--- config.mk ---
export PLATFORM = sky130hd
export DESIGN_NAME = timer_controller
export DESIGN_NICKNAME = d
export VERILOG_FILES = /design/src/rtl/timer_controller.sv
export SDC_FILE = /design/constraint.sdc
export NUM_CORES = 1
export LEC_CHECK = 0
export ABC_AREA = 1
export CAP_MARGIN = 20
export CORE_ASPECT_RATIO = 0.9
export CORE_MARGIN = 1.5
export CORE_UTILIZATION = 53
export DETAILED_ROUTE_END_ITERATION = 12
export GPL_TIMING_DRIVEN = 0
export PLACE_DENSITY = 0.86
export SYNTH_ARGS = -nofsm -noshare
export SYNTH_HDL_FRONTEND = slang
export SYNTH_SLANG_ARGS = --single-unit
--- constraint.sdc ---
create_clock -name clk -period 4.17 [get_ports clk]
set_input_delay 0.834 -clock clk [delete_from_list [all_inputs] [get_ports clk]]
set_output_delay 0.834 -clock clk [all_outputs]
set_load 0.005 [all_outputs]
--- src/rtl/timer_controller.sv ---
// Host-side controller that turns 64-bit mtime/mtimecmp requests into ordered 32-bit timer bus accesses.
// Writes use carry-safe or glitch-safe ordering, and reads re-check the hi word to detect a lo-to-hi rollover.
module timer_controller #(
  parameter int MAX_RETRY = 2
) (
  input  logic        clk,
  input  logic        rst,
  input  logic        reqValid,
  output logic        reqReady,
  input  logic [1:0]  reqOp,
  input  logic [63:0] reqData,
  output logic        respValid,
  output logic [63:0] respData,
  output logic        respError,
  output logic [3:0]  timerAddr,
  output logic [31:0] timerWriteData,
  output logic        timerReadEnable,
  output logic        timerWriteEnable,
  input  logic [31:0] timerReadData
);

  localparam int RW = (MAX_RETRY < 1) ? 1 : $clog2(MAX_RETRY + 1);
  localparam logic [RW-1:0] RETRY_LIMIT = RW'(MAX_RETRY);

  typedef enum logic [2:0] {IDLE, W1, W2, W3, RHI1, RLO, RHI2, RESP} state_t;

  state_t        state_reg;
  state_t        state_next;
  logic          accept;
  logic          cmp_reg;
  logic [63:0]   data_reg;
  logic [31:0]   hi1_reg;
  logic [31:0]   lo_reg;
  logic [RW-1:0] retry_reg;
  logic          hi_match;
  logic          retry_now;

  assign accept    = reqValid && reqReady;
  assign hi_match  = (timerReadData == hi1_reg);
  assign retry_now = (state_reg == RHI2) && !hi_match && (retry_reg < RETRY_LIMIT);

  always_ff @(posedge clk) begin
    if (rst) begin
      state_reg <= IDLE;
    end else begin
      state_reg <= state_next;
    end
  end

  always_comb begin
    state_next = state_reg;
    unique case (state_reg)
      IDLE:    if (accept) state_next = reqOp[1] ? W1 : RHI1;
      W1:      state_next = W2;
      W2:      state_next = W3;
      W3:      state_next = RESP;
      RHI1:    state_next = RLO;
      RLO:     state_next = RHI2;
      RHI2:    state_next = retry_now ? RHI1 : RESP;
      RESP:    state_next = IDLE;
      default: state_next = IDLE;
    endcase
  end

  // Bus drive decodes only the state and the latched target; cmp_reg selects mtimecmp.
  always_comb begin
    reqReady         = (state_reg == IDLE) && !rst;
    respValid        = (state_reg == RESP) && !rst;
    timerReadEnable  = 1'b0;
    timerWriteEnable = 1'b0;
    timerAddr        = 4'h0;
    timerWriteData   = 32'h0;
    unique case (state_reg)
      W1: begin
        timerWriteEnable = 1'b1;
        timerAddr        = cmp_reg ? 4'hC : 4'h0;
        timerWriteData   = cmp_reg ? 32'hFFFF_FFFF : 32'h0;
      end
      W2: begin
        timerWriteEnable = 1'b1;
        timerAddr        = cmp_reg ? 4'h8 : 4'h4;
        timerWriteData   = cmp_reg ? data_reg[31:0] : data_reg[63:32];
      end
      W3: begin
        timerWriteEnable = 1'b1;
        timerAddr        = cmp_reg ? 4'hC : 4'h0;
        timerWriteData   = cmp_reg ? data_reg[63:32] : data_reg[31:0];
      end
      RHI1, RHI2: begin
        timerReadEnable = 1'b1;
        timerAddr       = cmp_reg ? 4'hC : 4'h4;
      end
      RLO: begin
        timerReadEnable = 1'b1;
        timerAddr       = cmp_reg ? 4'h8 : 4'h0;
      end
      default: ;
    endcase
  end

  always_ff @(posedge clk) begin
    if (rst) begin
      cmp_reg   <= 1'b0;
      data_reg  <= 64'h0;
      hi1_reg   <= 32'h0;
      lo_reg    <= 32'h0;
      retry_reg <= '0;
      respData  <= 64'h0;
      respError <= 1'b0;
    end else begin
      if (accept) begin
        cmp_reg   <= reqOp[0];
        data_reg  <= reqData;
        retry_reg <= '0;
      end
      if (state_reg == RHI1) hi1_reg <= timerReadData;
      if (state_reg == RLO) lo_reg <= timerReadData;
      if (retry_now) retry_reg <= retry_reg + RW'(1);
      if (state_reg == W3) begin
        respData  <= 64'h0;
        respError <= 1'b0;
      end
      // On a match hi2 equals hi1, so {hi2, lo} covers both outcomes.
      if (state_reg == RHI2 && !retry_now) begin
        respData  <= {timerReadData, lo_reg};
        respError <= !hi_match;
      end
    end
  end

endmodule
## Word level (Yosys, flattened, before mapping)

Cells that the tools add are included.

- Register bits after elaboration: 199
- Input port bits: 101

- Add/subtract/negate cells: 1
- Order comparisons: 1
- Equal/unequal tests: 9
- Mux-type cells: 21
- Reduce and logical (&&, ||, !) cells: 16

Operators by type and width:

| kind | number |
|---|---|
| two-way mux 64 bit | 2 |
| two-way mux 32 bit | 3 |
| one-hot mux 32 bit (3 select lines) | 1 |
| equality test 32 bit | 1 |
| one-hot mux 3 bit (8 select lines) | 1 |
| two-way mux 4 bit | 4 |
| one-hot mux 4 bit (4 select lines) | 1 |
| equality test 3 bit, second input constant | 4 |
| equality test 3 x 2 -> 1 bit, second input constant | 2 |
| logical AND 1 bit | 6 |
| two-way mux 2 bit | 3 |
| two-way mux 3 bit | 2 |
| OR reduction 3 bit | 2 |
| two-way mux 1 bit | 4 |
| nonzero test 2 bit | 2 |
| OR reduction 2 bit | 2 |
| equality test 3 x 1 -> 1 bit, second input constant | 1 |
| logical NOT 1 bit | 3 |
| logical NOT 3 bit | 1 |
| adder 2 x 1 -> 2 bit, second input constant | 1 |
| less-than comparator 2 bit, second input constant | 1 |
| inequality test 2 bit, second input constant | 1 |

## Longest topological paths before layout

Gate-level depths: netlist (run 1).

- Depth in word-level cells: 7
- Mapped depth: 14

## Worst setup path before layout (run 1)

Ideal clock, no wire load.

- Path kind: in2out
- Start: input rst
- End: output respValid
- Arrival: 1.510 ns
- Data required time: 3.336 ns
- Slack: 1.826 ns
- Stages: 3
- Path buffers: 2
- Cells stage by stage: buf_2 > clkbuf_1 > nor4_1

- Word-level cells in the longest chain between the ends: 2

Ends and longest elaborated chain:

| what | line | RTL |
|---|---|---|
| from (decl) | 7 | `input logic rst,` |
| logical NOT 1 bit | 68 | `respValid = (state_reg == RESP) && !rst;` |
| logical AND 1 bit | 68 |  |
| to (decl) | 12 | `output logic respValid,` |

No other way between the ends.

## Final worst setup path (run 1)

- Start: register state_reg[0]
- End: output timerWriteData[4]

- Word-level cells in the longest chain between the ends: 2
- Elaborated cells on any way between the ends: 4
- Classes of those cells: 3 x eq/ne; 1 x mux

Ends and longest elaborated chain:

| what | line | RTL |
|---|---|---|
| from (decl) | 27 | `state_t state_reg;` |
| from (signal assigned) | 46 | `state_reg <= state_next;` |
| equality test 3 x 2 -> 1 bit / equality test 3 x 1 -> 1 bit (equally long branches) | 73 | `unique case (state_reg)` |
| one-hot mux 32 bit (3 select lines) * | 73 |  |
| to (decl) | 16 | `output logic [31:0] timerWriteData,` |

Mark *: on every way between the ends. The rest lies on a longest branch, timed or not.

==> results.toml, run 1 <==
[floorplan]
initial_utilization_pct = 54.8
rows = 42
ios = 206
die_w_um = 134
die_y_um = 121
fp.dieArea_mm2 = 0.0161
coreArea_mm2 = 0.0149

[critical_path]
r2r_slack_ps = 2180
endpoint_kind = "primary output"
worstPathRequired_ps = 3340
critPathKind = "register to primary output"
critPathArrivalTime_ps = 2690
cp-start-kind = "register"
critical_path_peak_fanout = 10

[pwr]
p_per_area_mw_per_mm2 = 497
ir_drop_mv = 0.335
leakagePower_nw = 4.09
total_power_mw = 5.50

[cells_and_area]
final_cell_mix = "clkdlybuf4s50_1, dfxtp_1, a21oi_1"
final_nets = 1356
num_antenna_cells = 0
drive_gt1_share_pct = 7.41
fin_util_pct = 74.5
synthToLayoutAreaGrowth_pct = 35.8
final_common_cell = "clkdlybuf4s50_1"

[global_route]
grt_overflow = 0
grt_max_degree = 17
grt_pass1_vias = 7805
track_usage_pct = 31.4
grt_pass1_wl_um = 39500
antenna_found_initial = 0

[synth]
synthMuxAreaShare_pct = 0
synth_edf_count = 0
synth_top_area_share_pct = 48.9
yosysWarnings = 0
synth.largest_area_cell = "dfxtp_1"
synthArstFlopShare_pct = 0
synth_seq_cells = 199
yosys.area_share.simple_pct = 19.0
synth_area_mm2 = 0.00815
ys_top_cells_by_area = "dfxtp_1, a21oi_1, nand3_1, o21ai_0, nor2_1"
synth_top_family_by_area = "compound AO/OA/AOI/OAI gates"
synth-main-ff-cell = "dfxtp_1"
ys_types = 29
seq_area_frac_synth_pct = 48.9
synth_adder_area_share_pct = 0
syn_avg_cell_area_um2 = 7.89
synthCells = 1033
synth-compound-area-share_pct = 19.6
synth-xor-area-share_pct = 2.90

[run]
maxCapViolations = 0

[drt]
drc = 0
drtIter0Drc = 768
drt_wl_total_um = 25500
vias = 8176
routedWlPerCell_um = 17.4
via_per_inst = 5.58
drtPass1Iterations = 5
ant_nets = 0

[sta]
finalMaxSlewViolations = 0
fin_crit_ps = 3530
relSlewSlack_pct = 58.9
rsz0062_at_grt = "false"
setup-tns-final_ps = 0
hold_viol = 0
finalClockSkew_ps = 8.21
post-route-period-util_pct = 84.6
setup_viol = 0
worst_pin_slew_ps = 617
fmax_mhz = 284

[clocking]
clock_latency_ps = 430
clkTransAtPathRegs_ps = 70
cts_hold_buffers = 0
postCtsSetupBuffers = 0
ctsResizeCount = 0
cts-buffers-inserted = 17
clockBufferDepth = 2
cts_tree = "built"
cts-htree-levels = 4
cts_root_buf = "clkbuf_16"
clock-sinks = 199

[placement]
place_congestion = 0.902
dp_hpwl_um = 18200
port_buffers = 202

[outcome]
status = "complete, no violations"

[worst_hold_path]
hold_class = "register to register"
==> through the flow <==
stage / instance area [µm²] / hold slack (ps) / setup WS (ps) / instances
2_1_floorplan: 8160 / 429 / 1830 / 1034
3_3_place_gp: 10400 / 439 / 815 / 1434
3_5_place_dp: 10400 / 447 / 779 / 1434
4_1_cts: 11100 / 456 / 668 / 1466
5_1_grt: 11100 / 475 / 536 / 1466
6_report: 11100 / 458 / 643 / 1466
==> worst max-delay path, cell delays in order, from the launching register on <==
cell and delay [ps]:
dfxtp_1 460, xor2_1 220, inv_1 80, nand2_1 270
clkbuf_1 490, o221ai_1 240, clkdlybuf4s50_1 500
==> final timing paths <==
kind                             start                        end  cells past startpoint
max          state_reg[0]$_SDFFE_PP0P_          timerWriteData[4]                      6
min          data_reg[31]$_SDFFE_PP0P_  data_reg[31]$_SDFFE_PP0P_                      2
max reg2reg  state_reg[1]$_SDFFE_PP0P_    lo_reg[20]$_SDFFE_PP0P_                      7
min reg2reg  data_reg[31]$_SDFFE_PP0P_  data_reg[31]$_SDFFE_PP0P_                      2
==> cells in the mapped netlist, types with 2 or more instances <==
master and instances:
dfxtp_1 199, a21oi_1 138, nand3_1 129, nor2_1 128
o21ai_0 123, inv_1 75, nand2_1 62, clkbuf_1 38
o221ai_1 26, xnor2_1 26, buf_2 21, buf_6 14
nand3_2 8, buf_1 7, inv_2 7, o32ai_1 6
nor2_2 5, nor3_1 5, buf_4 4, clkinv_1 2
nand2_2 2
==> final cells by class <==
cell class / instances / area, µm²
Buffer: 84 / 462
Clock buffer: 20 / 447
Clock inverter: 12 / 199
Fill cell: 1172 / 3800
Inverter: 84 / 315
Multi-Input combinational cell: 667 / 3400
Sequential cell: 199 / 3980
Tap cell: 198 / 248
Timing Repair Buffer: 202 / 2020
==> power breakdown <==
part	total (mW)	switching [mW]	leakage (nW)	internal, mW
clock	1.80	0.719	0.314	1.08
sequential	2.30	0.131	1.62	2.17
combinational	1.40	0.829	2.15	0.569
==> cell families after synthesis <==
logic type / Yosys count
flops: 199
other cells: 1
xor+xnor: 27
simple gates: 343
compound gates: 295
buf+inv: 168
==> metal layers <==
| layer | vias up | GRT usage [%] | routed length (µm) | part of all wire (%) |
|---|---|---|---|---|
| li1 | 3916 | - | - | - |
| met1 | 3780 | 39.7 | 10400 | 41 |
| met2 | 433 | 51.4 | 11900 | 46 |
| met3 | 47 | 7.59 | 2580 | 10 |
| met4 | 0 | 12.8 | 676 | 2.6 |
| met5 | - | 0 | 0 | 0 |
No activity file was read; power rests on OpenSTA's default activity.
==> run 2, diff against run 1 <==
CORE_UTILIZATION = 44   (was 53)
PLACE_DENSITY = 0.77   (was 0.86)
clock period = 2.9 ns   (was 4.17 ns; I/O delays follow)
==> results.toml, run 2 (synthesized netlist as in run 1, its figures left out) <==
[outcome]
status = "complete, no violations"

[sta]
hold_ws_ps = 456
finalClockSkew_ps = 12.3
post-route-period-util_pct = 96.5
relSlewSlack_pct = 57.5
worst_pin_slew_ps = 638
fin_crit_ps = 2800
setup_viol = 0
hold_viol = 0
fmax_mhz = 357
finalMaxSlewViolations = 0
setup_ws_ps = 103

[run]
maxCapViolations = 0

[drt]
drtIter0Drc = 603
routedWlPerCell_um = 17.0
drtPass1Iterations = 5
vias = 8045
ant_nets = 0
drc = 0
drt_wl_total_um = 25600
via_per_inst = 5.32

[cells_and_area]
drive_gt1_share_pct = 9.15
final_common_cell = "clkdlybuf4s50_1"
synthToLayoutAreaGrowth_pct = 37.1
fill_cells = 1605
num_antenna_cells = 0
final_nets = 1356
final_cell_mix = "clkdlybuf4s50_1, dfxtp_1, a21oi_1"

[global_route]
grt_max_degree = 18
grt_pass1_vias = 7527
grt_overflow = 0
grt_pass1_wl_um = 39700
antenna_found_initial = 0
track_usage_pct = 26.0

[floorplan]
die_w_um = 146
ios = 206
rows = 47
fp.dieArea_mm2 = 0.0194
coreArea_mm2 = 0.0183
die_y_um = 132
initial_utilization_pct = 44.6

[clocking]
clock-sinks = 199
cts-htree-levels = 4
cts_tree = "built"
cts_hold_buffers = 0
clockBufferDepth = 2
cts-buffers-inserted = 17
clkTransAtPathRegs_ps = 70
clock_latency_ps = 440
cts_root_buf = "clkbuf_16"

[critical_path]
critPathArrivalTime_ps = 2220
endpoint_kind = "primary output"
critical_path_peak_fanout = 10
worstPathRequired_ps = 2320
cp_slowest_cell = "clkdlybuf4s50_1"
path_buf_inv = 3
cp-start-kind = "register"
crit_chain = "inv_2 > nand2_1 > nor2_1 > nand2_2 > clkbuf_4 > o221ai_1 > clkdlybuf4s50_1"
slowest_delay_ps = 580
cpLargestDelayFamily = "buffers and inverters"
critPathKind = "register to primary output"

[worst_hold_path]
hold_class = "register to register"

[pwr]
p_per_area_mw_per_mm2 = 692
leakagePower_nw = 4.15
ir_drop_mv = 0.387

[placement]
place_congestion = 0.867
port_buffers = 202
dp_worst_setup_slack_ps = 96.3
dp_hpwl_um = 18500
run 2: changes by cell type in the layout (fill, tap and decap cells not counted), sizes merged:
| cell | previous run | this run |
|---|---|---|
| clkbuf | 58 | 59 |
| clkinvlp | 1 | 4 |
| clkinv | 7 | 4 |
| clkdlybuf4s50 | 202 | 198 |
| bufinv | 5 | 1 |
| dlymetal6s2s | 0 | 4 |
| inv | 83 | 86 |
run 2: worst paths after layout:
kind | startpoint | to | slack (ps) | depth (start not counted)
min reg2reg | data_reg[52]$_SDFFE_PP0P_ | data_reg[52]$_SDFFE_PP0P_ | 460 | 2
min | data_reg[52]$_SDFFE_PP0P_ | data_reg[52]$_SDFFE_PP0P_ | 460 | 2
max reg2reg | hi1_reg[31]$_SDFFE_PP0P_ | respData[1]$_SDFFE_PP0P_ | 1070 | 12
max | state_reg[2]$_SDFFE_PP0P_ | timerWriteData[30] | 100 | 7
run 2: layer usage:
layer / track usage, % / share of wire [%] / up-vias
met5: 0 / 0 / -
met4: 7.30 / 1.1 / 0
met3: 6.09 / 9.6 / 23
met2: 42.2 / 47 / 325
met1: 34.7 / 42 / 3778
li1: - / - / 3919
run 2: through the flow:
stage,utilization [%],std cells,setup TNS [ps],area (µm²),total power [mW]
floorplan,-,1034,0,8160,4.52
global placement,57.3,1481,0,10500,5.27
detailed placement,57.3,1481,0,10500,5.32
CTS,60.8,1513,0,11100,7.69
global route,61.1,1513,-37.2,11200,8.12
finish,61.1,1513,0,11200,7.73
run 2: area by class of cell:
| type | count | area (µm²) | share of cell area [%] |
|---|---|---|---|
| Multi-Input combinational cell | 667 | 3480 | 31.1 |
| Tap cell | 245 | 307 | 2.74 |
| Buffer | 84 | 480 | 4.30 |
| Clock buffer | 21 | 470 | 4.21 |
| Clock inverter | 11 | 114 | 1.02 |
| Timing Repair Buffer | 202 | 2030 | 18.2 |
| Inverter | 84 | 315 | 2.82 |
| Sequential cell | 199 | 3990 | 35.6 |
run 2: worst min-delay path, delay by kind of cell (launching register included):
family | cells | cell delay [ps]
AOI/OAI and AO/OA | 1 | 50
buffers and inverters | 1 | 60
DFF | 1 | 300
run 2: repair_timing:
| action | 4_1_cts | 5_1_grt |
|---|---|---|
| buffers inserted | 0 | 0 |
| endpoints found under the setup margin | 32 | 29 |
| resized for setup | 18 | 16 |
run 2: power breakdown:
part | switching [mW] | internal [mW]
sequential | 0.191 | 3.12
combinational | 1.22 | 0.845
clock | 1.09 | 1.27
